===== src/rtl/vscale_regfile_sb_pkg.sv =====
// Shared widths for the vscale integer register file with scoreboard.
// Mirrors the XPR_LEN / REG_ADDR_WIDTH / REG_NUM values of the rv32 opcode header.
package vscale_regfile_sb_pkg;

    localparam int XPR_LEN        = 32;
    localparam int REG_ADDR_WIDTH = 5;
    localparam int REG_NUM        = 32;
    localparam int NRD_DEFAULT    = 2;

endpackage


===== src/rtl/vscale_regfile_sb_if.sv =====
// Register-file bus: read ports, pipeline writeback (W0), long-latency writeback (W1), scoreboard mark.
// The pipeline side uses the master modport; the register file uses the slave modport.
interface vscale_regfile_sb_if #(
    parameter int XLEN = 32,
    parameter int AW   = 5,
    parameter int NRD  = 2
);
    logic [NRD*AW-1:0]   ra;
    logic [NRD*XLEN-1:0] rd;
    logic [NRD-1:0]      rd_busy;
    logic                wen;
    logic [AW-1:0]       wa;
    logic [XLEN-1:0]     wd;
    logic                mark_en;
    logic [AW-1:0]       mark_addr;
    logic                lwen;
    logic [AW-1:0]       lwa;
    logic [XLEN-1:0]     lwd;
    logic                wr_conflict;

    modport master (
        output ra, wen, wa, wd, mark_en, mark_addr, lwen, lwa, lwd,
        input  rd, rd_busy, wr_conflict
    );

    modport slave (
        input  ra, wen, wa, wd, mark_en, mark_addr, lwen, lwa, lwd,
        output rd, rd_busy, wr_conflict
    );
endinterface


===== src/rtl/vscale_regfile_busy.sv =====
// Write-pending scoreboard: one busy bit per architectural register, x0 never busy.
// A mark in the same cycle as a clear of the same register wins (new issue beats old writeback).
module vscale_regfile_busy
    import vscale_regfile_sb_pkg::*;
#(
    parameter int NREGS = REG_NUM,
    parameter int AW    = REG_ADDR_WIDTH,
    parameter int NRD   = NRD_DEFAULT
) (
    input  logic              clk,
    input  logic              reset,
    input  logic              mark_en,
    input  logic [AW-1:0]     mark_addr,
    input  logic              clr_en,
    input  logic [AW-1:0]     clr_addr,
    input  logic [NRD*AW-1:0] ra,
    output logic [NRD-1:0]    busy
);

    logic [NREGS-1:0] busy_q;

    always_ff @(posedge clk) begin
        if (reset) begin
            busy_q <= '0;
        end else begin
            for (int r = 0; r < NREGS; r++) begin
                if (r == 0)
                    busy_q[r] <= 1'b0;
                else if (mark_en && mark_addr == AW'(r))
                    busy_q[r] <= 1'b1;
                else if (clr_en && clr_addr == AW'(r))
                    busy_q[r] <= 1'b0;
            end
        end
    end

    for (genvar i = 0; i < NRD; i++) begin : g_lookup
        assign busy[i] = busy_q[ra[i*AW +: AW]];
    end

endmodule


===== src/rtl/vscale_regfile_sb.sv =====
// Integer register file with N read ports, two write ports and a RAW scoreboard; x0 reads zero.
// Define VSCALE_REGFILE_BYPASS_EN for same-cycle write-through of W0/W1 data onto the read ports.
module vscale_regfile_sb
    import vscale_regfile_sb_pkg::*;
#(
    parameter int XLEN  = XPR_LEN,
    parameter int NREGS = REG_NUM,
    parameter int AW    = REG_ADDR_WIDTH,
    parameter int NRD   = NRD_DEFAULT
) (
    input  logic                clk,
    input  logic                reset,
    vscale_regfile_sb_if.slave  bus
);

    logic [XLEN-1:0] mem [NREGS];
    logic [NRD-1:0]  sb_busy;
    logic            w0_hit_w1;
    logic            wr_conflict_q;

    assign w0_hit_w1 = bus.wen && bus.lwen && (bus.wa == bus.lwa) && (bus.wa != '0);

    // Data array is deliberately not reset; on a W0/W1 collision the pipeline value is kept.
    always_ff @(posedge clk) begin
        if (bus.wen && bus.wa != '0)
            mem[bus.wa] <= bus.wd;
        if (bus.lwen && bus.lwa != '0 && !w0_hit_w1)
            mem[bus.lwa] <= bus.lwd;
    end

    always_ff @(posedge clk) begin
        if (reset)
            wr_conflict_q <= 1'b0;
        else
            wr_conflict_q <= w0_hit_w1;
    end

    assign bus.wr_conflict = wr_conflict_q;

    vscale_regfile_busy #(
        .NREGS (NREGS),
        .AW    (AW),
        .NRD   (NRD)
    ) u_busy (
        .clk       (clk),
        .reset     (reset),
        .mark_en   (bus.mark_en),
        .mark_addr (bus.mark_addr),
        .clr_en    (bus.lwen),
        .clr_addr  (bus.lwa),
        .ra        (bus.ra),
        .busy      (sb_busy)
    );

    for (genvar i = 0; i < NRD; i++) begin : g_rd
        logic [AW-1:0]   addr;
        logic [XLEN-1:0] data;
        logic            bsy;

        assign addr = bus.ra[i*AW +: AW];

        always_comb begin
            data = (addr == '0) ? '0 : mem[addr];
            bsy  = sb_busy[i];
`ifdef VSCALE_REGFILE_BYPASS_EN
            // A W1 writeback being consumed this cycle resolves the hazard immediately.
            if (bus.wen && bus.wa == addr && addr != '0) begin
                data = bus.wd;
            end else if (bus.lwen && bus.lwa == addr && addr != '0) begin
                data = bus.lwd;
                bsy  = 1'b0;
            end
`endif
        end

        assign bus.rd[i*XLEN +: XLEN] = data;
        assign bus.rd_busy[i]         = bsy;
    end

endmodule


===== src/flat_wrapper.sv =====
// flat-port wrapper written by rule: the top's interface ports become plain ports
module vscale_regfile_sb_flat import vscale_regfile_sb_pkg::*;
#(
    parameter int XLEN  = XPR_LEN,
    parameter int NREGS = REG_NUM,
    parameter int AW    = REG_ADDR_WIDTH,
    parameter int NRD   = NRD_DEFAULT
)
  (clk, reset, bus_ra, bus_wen, bus_wa, bus_wd, bus_mark_en, bus_mark_addr, bus_lwen, bus_lwa, bus_lwd, bus_rd, bus_rd_busy, bus_wr_conflict);
  vscale_regfile_sb_if #(.XLEN(XLEN), .AW(AW), .NRD(NRD)) bus_i ();
  input  logic clk;
  input  logic reset;
  input wire logic [$bits(bus_i.ra)-1:0] bus_ra;
  input wire logic [$bits(bus_i.wen)-1:0] bus_wen;
  input wire logic [$bits(bus_i.wa)-1:0] bus_wa;
  input wire logic [$bits(bus_i.wd)-1:0] bus_wd;
  input wire logic [$bits(bus_i.mark_en)-1:0] bus_mark_en;
  input wire logic [$bits(bus_i.mark_addr)-1:0] bus_mark_addr;
  input wire logic [$bits(bus_i.lwen)-1:0] bus_lwen;
  input wire logic [$bits(bus_i.lwa)-1:0] bus_lwa;
  input wire logic [$bits(bus_i.lwd)-1:0] bus_lwd;
  output wire logic [$bits(bus_i.rd)-1:0] bus_rd;
  output wire logic [$bits(bus_i.rd_busy)-1:0] bus_rd_busy;
  output wire logic [$bits(bus_i.wr_conflict)-1:0] bus_wr_conflict;
  assign bus_i.ra = bus_ra;
  assign bus_i.wen = bus_wen;
  assign bus_i.wa = bus_wa;
  assign bus_i.wd = bus_wd;
  assign bus_i.mark_en = bus_mark_en;
  assign bus_i.mark_addr = bus_mark_addr;
  assign bus_i.lwen = bus_lwen;
  assign bus_i.lwa = bus_lwa;
  assign bus_i.lwd = bus_lwd;
  assign bus_rd = bus_i.rd;
  assign bus_rd_busy = bus_i.rd_busy;
  assign bus_wr_conflict = bus_i.wr_conflict;
  vscale_regfile_sb #(.XLEN(XLEN), .NREGS(NREGS), .AW(AW), .NRD(NRD)) u_core (.clk(clk), .reset(reset), .bus(bus_i));
endmodule

===== config.mk =====
export PLATFORM = sky130hd
export DESIGN_NAME = vscale_regfile_sb_flat
export DESIGN_NICKNAME = d
export VERILOG_FILES = /design/src/rtl/vscale_regfile_sb_pkg.sv /design/src/rtl/vscale_regfile_sb_if.sv /design/src/rtl/vscale_regfile_busy.sv /design/src/rtl/vscale_regfile_sb.sv /design/src/flat_wrapper.sv
export SDC_FILE = /design/constraint.sdc
export NUM_CORES = 2
export LEC_CHECK = 0
export CAP_MARGIN = 20
export CORE_MARGIN = 2
export CORE_UTILIZATION = 60
export CTS_BUF_LIST = sky130_fd_sc_hd__clkbuf_8
export CTS_CLUSTER_DIAMETER = 80
export DETAILED_ROUTE_END_ITERATION = 16
export DONT_BUFFER_PORTS = 1
export GPL_TIMING_DRIVEN = 0
export PLACE_DENSITY = 0.84
export SYNTH_ARGS = -nofsm -noshare
export SYNTH_HDL_FRONTEND = slang
export SYNTH_SLANG_ARGS = --single-unit

===== constraint.sdc =====
create_clock -name clk -period 3.71 [get_ports clk]
set_input_delay 0.742 -clock clk [delete_from_list [all_inputs] [get_ports clk]]
set_output_delay 0.742 -clock clk [all_outputs]
set_load 0.01 [all_outputs]

Word-level counts from Yosys, hierarchy flattened
Memories as Yosys holds them, arrays and structs flattened.
Cells that the tools add are included.
{"block": "classes", "n_addsub": 0, "mul": 0, "n_div": 0, "magnitude_cmp": 2, "n_eq_ne": 63, "shifts": 0, "muxes": 72, "n_bitwise": 0, "reduce_logical": 104}
{"op": "$eq 5x5->1 const B", "n": 32}
{"op": "$eq 5x4->1 const B", "n": 16}
{"op": "$logic_and 1x1->1", "n": 68}
{"op": "$mux 1", "n": 68}
{"op": "$mux 32", "n": 2}
{"op": "$reduce_bool 2->1", "n": 31}
{"op": "$eq 5x3->1 const B", "n": 8}
{"op": "$eq 5x2->1 const B", "n": 4}
{"op": "$lt 5x6->1 const B", "n": 2}
{"op": "$bmux 1 s5", "n": 2}
{"op": "$eq 5x1->1 const B", "n": 2}
{"op": "$logic_not 5->1", "n": 2}
{"op": "$reduce_bool 5->1", "n": 2}
{"op": "$eq 5x5->1", "n": 1}
{"op": "$logic_not 1->1", "n": 1}
{"block": "word_totals", "ff_bits": 33, "latchBits": 0, "mem_bits_rw": 1024, "romBits": 0, "input_bits": 94, "out_inout_bits": 67, "memories": 1}
{"name": "u_core.mem", "words": 32, "width": 32, "rd": 2, "rd_clocked_by_memory_dff": 0, "wr": 2, "line_no": "vscale_regfile_sb.sv:16", "rtl": "logic [XLEN-1:0] mem [NREGS];"}

Logic depth before layout (Yosys ltp)
{"block": "logic_depth", "word_depth": 7, "ltp_mapped": 9, "depth_no_buf": 5}

By module
Synthesis repeated with hierarchy kept, for this count alone.
{"block": "unflattened", "hier_cells": 4017, "area_unflattened_um2": 63344.5}
{"mod": "vscale_regfile_sb", "n_inst": 1, "cells_per_inst": 3780, "area_per_inst_um2": 61497.7}
{"mod": "vscale_regfile_busy", "n_inst": 1, "cells_per_inst": 237, "area_per_inst_um2": 1846.8}

Least setup slack after synthesis
OpenSTA, ideal clock, no wires.
{"block": "synth_timing", "path_type": "input port to flip-flop", "from": "input bus_wa[0]", "to": "memory u_core.mem[28][0], enable pin", "setup_time_ns": 0.466, "arrival_time_ns": 3.483, "path_slack_ns": -0.238, "path_stages": 3, "path_buffers": 1, "path_cell_list": "or2_2 -> clkbuf_1 -> o21ai_0"}
{"item": "from (decl)", "line_no": "flat_wrapper.sv:15", "rtl": "input wire logic [$bits(bus_i.wa)-1:0] bus_wa;"}
{"item": "to (decl)", "line_no": "vscale_regfile_sb.sv:16"}

Worst setup path after layout
{"block": "layout_timing", "from": "input bus_ra[3]", "to": "output bus_rd[0]"}
{"block": "layout_via", "elab_chain_len": 2, "elab_cells_between_ends": 3, "cone_classes": "mux (1); reduce/logical (1); memory (1)"}
{"item": "from (decl)", "line_no": "flat_wrapper.sv:13", "rtl": "input wire logic [$bits(bus_i.ra)-1:0] bus_ra;"}
{"item": "$mem_v2 32x32 / $logic_not 5->1 (equally long branches)"}
{"item": "$mux 32 *", "line_no": "vscale_regfile_sb.sv:63", "rtl": "data = (addr == '0) ? '0 : mem[addr];"}
{"item": "to (decl)", "line_no": "flat_wrapper.sv:22", "rtl": "output wire logic [$bits(bus_i.rd)-1:0] bus_rd;"}
Mark *: on every way between the ends. The rest lies on a longest branch, timed or not.

==> results.txt <==
sequential area share after synthesis - 51.1%
Synth Register Bits - 1056
worst hold-check slack - 0.0219 ns
flop2flop setup slack - 2.93 ns
Die Y - 324 um
clock share of power - 36.6%
GR Overflow Total - 0
Die Area - 105000 um^2
crit end category - output port
grt met3 use - 22.1%
drt drc - 0
Gate Count Post-Synth - 3915
setup TNS - -1.52 ns
antenna violations before repair - 9
Clock Skew - 0 ns
Worst Hold Class - input port to flop
Via Count - 44259
min cycle time layout - 3.85 ns
total CTS buffers - 175
sequential cell area - 31400 um^2
Flop pwr share - 48.8%
internal power - 20.1 mW
power share of the combinational group - 14.7%
Die W - 324 um
First DRT Iteration DRCs - 8244
Finish-stage setup viols - 35
first-pass GRT wire length - 320 mm
Worst Path Class, Setup - input port to output port
wire per inst - 40.8 um
Cell Rows - 117
per-instance average area after synthesis - 15.7 um^2
Worst Path Required - 2.97 ns
Final Max Slew Viols - 0
Hold Violations, Final - 0
largest net degree at the start of global routing - 27
TritonRoute pass-1 iters - 10
post-synthesis instance area - 61500 um^2
IR drop worst, VDD - 0.000321 V
Synth Flop Type - edfxtp_1
slew margin rel. - 26.3%
Arr. time, crit path - 3.11 ns
status - finished with violations
top-area cell type share of the netlist area - 50.0%
share of layout cells above drive strength 1 - 49.6%
Worst Path Max Fanout - 10
Nets - 4268
CTS tree - yes
I/O pin total - 161
FILL cells - 6705
Initial Util - 60.4%
GRT Total Usage - 44.4%
static leakage - 22.9 nW
Placer Congestion - 1.05
Clk Latency, worst-skew pair - 0.88 ns
crit share post-route - 104%
switching power - 7.75 mW
routed vias/inst - 7.78
core area - 102000 um^2
CTS clk-pin slew, worst paths - 0.06 ns
RSZ-0062 raised after global routing - yes
Post-DRT Antenna Nets - 0
port bufs - 0
Post-synth EDFFs - 1024
Root Buffer - clkbuf_8
met2 usage - 61.5%
met1 usage - 55.8%
top post-synthesis cells by area - edfxtp_1 (50%), mux2_2 (18%), mux4_2 (17%)
Fmax - 0.260 GHz
vias in the first global route - 42330
most used routing layer - met2
final worst slack - -0.140 ns
Multi-input gate area - 29100 um^2
Max Cap Viol - 0
CTS max path bufs - 3
total detailed-routing wirelength - 232 mm
post-synth top area cell - edfxtp_1
H-tree Lvls - 4
switching share of total power - 27.9%
failing checks - negative setup slack
Synth Warn # - 0
most frequent cell after synthesis - edfxtp_1
crit start category - input port
asr flop ratio synth - 0%
Synth top cells by count - edfxtp_1 (1024), mux2_2 (987), mux4_2 (468), clkbuf_1 (301), buf_2 (177)
pwr dens - 402 nW/um^2
Tightest Pin Transition - 1.10 ns
CTS sink cnt - 1056
dpl hpwl - 171 mm
Netlist cell types - 46
Synth-to-Final Area Change - 12.7%
==> worst paths after layout <==
kind / from / end / cells after the start
worst max register to register: u_core.u_busy.busy_q[4]$_SDFFE_PP0P_ / u_core.u_busy.busy_q[4]$_SDFFE_PP0P_ / 2
worst min register to register: u_core.u_busy.busy_q[19]$_SDFFE_PP0P_ / u_core.u_busy.busy_q[19]$_SDFFE_PP0P_ / 2
worst max-delay path: bus_ra[3] / bus_rd[0] / 6
worst min-delay path: bus_wd[0] / u_core.mem[0][0]$_DFFE_PP_ / 1
==> sequential cells by signal (all words and copies together) (netlist names) <==
| name | count |
|---|---|
| u_core.bus.wr_conflict | 1 |
| u_core.u_busy.busy_q | 31 |
| u_core.mem | 1024 |
==> critical path, cell delays in order <==
cell,delay (ns)
clkbuf_1,0.23
clkbuf_1,0.79
mux4_2,0.38
mux2i_1,0.07
o22ai_1,0.52
a221o_1,0.36
==> placed cells by master (no fill, tap or decap), types with 65 or more instances in the layout <==
cell | netlist | final
mux2_1 | 65 | 65
mux2_2 | 987 | 987
mux2i_1 | 127 | 111
a21oi_1 | 112 | 112
inv_1 | 24 | 76
mux4_2 | 468 | 468
clkbuf_8 | 0 | 179
buf_2 | 177 | 119
edfxtp_1 | 1024 | 1024
nand2_1 | 101 | 100
clkbuf_1 | 301 | 227
==> layout make-up <==
| cell class | count | share of cell area [%] |
|---|---|---|
| timing repair buffer | 53 | 1.43 |
| inverter | 24 | 0.130 |
| clock inverter | 138 | 1.17 |
| multi-input combinational | 2338 | 42.0 |
| antenna | 10 | 0.0361 |
| tap | 1368 | 2.47 |
| buffer | 526 | 3.91 |
| sequential | 1056 | 45.3 |
| clock buffer | 179 | 3.56 |
==> power by group through the flow <==
stage,clock [mW],sequential [mW],combinational [mW]
final,10.2,13.6,4.08
after global routing,10.5,13.6,4.13
after CTS,9.98,13.6,3.79
after detailed placement,0,13.8,3.60
after global placement,0,13.8,3.46
after floorplan,0,13.7,2.34
==> metal layers <==
metal | vias up | share of wire [%] | wire [um]
li1 | 16468 | - | -
met3 | 967 | 19 | 44000
met1 | 21990 | 32 | 74500
met4 | 8 | 7.4 | 17300
met5 | - | 0.048 | 111
met2 | 4826 | 42 | 96700
==> metrics by stage <==
| step | utilization (%) | worst slack, ns | instance area (um^2) | instances | total power, mW |
|---|---|---|---|---|---|
| floorplan | - | -0.238 | 61600 | 3946 | 16.1 |
| global route | 68.1 | -0.0626 | 69200 | 5686 | 28.2 |
| finish | 68.1 | -0.140 | 69300 | 5692 | 27.8 |
| global placement | 62.2 | -2.91 | 63300 | 5314 | 17.3 |
| detailed placement | 63.4 | -1.45 | 64500 | 5352 | 17.4 |
| CTS | 67.6 | -0.0395 | 68800 | 5679 | 27.3 |
==> repair_timing <==
item	CTS	global route
resized for setup	288	86
pin swaps	14	14
hold endpoints to repair	14	0
hold buffers	11	0
endpoints found under the setup margin	66	64
buffers inserted	0	1
==> cells by family after synthesis <==
logic type / Yosys count / share of synthesized area [%]
AOI/OAI and AO/OA: 429 / 4.85
xor gates and xnor gates: 5 / 0.0712
buffers and inverters: 552 / 3.80
DFF: 1056 / 51.1
muxes: 1647 / 38.5
other: 1 / 0.00610
and+or+nand+nor: 225 / 1.74
No activity file was read; power rests on OpenSTA's default activity.
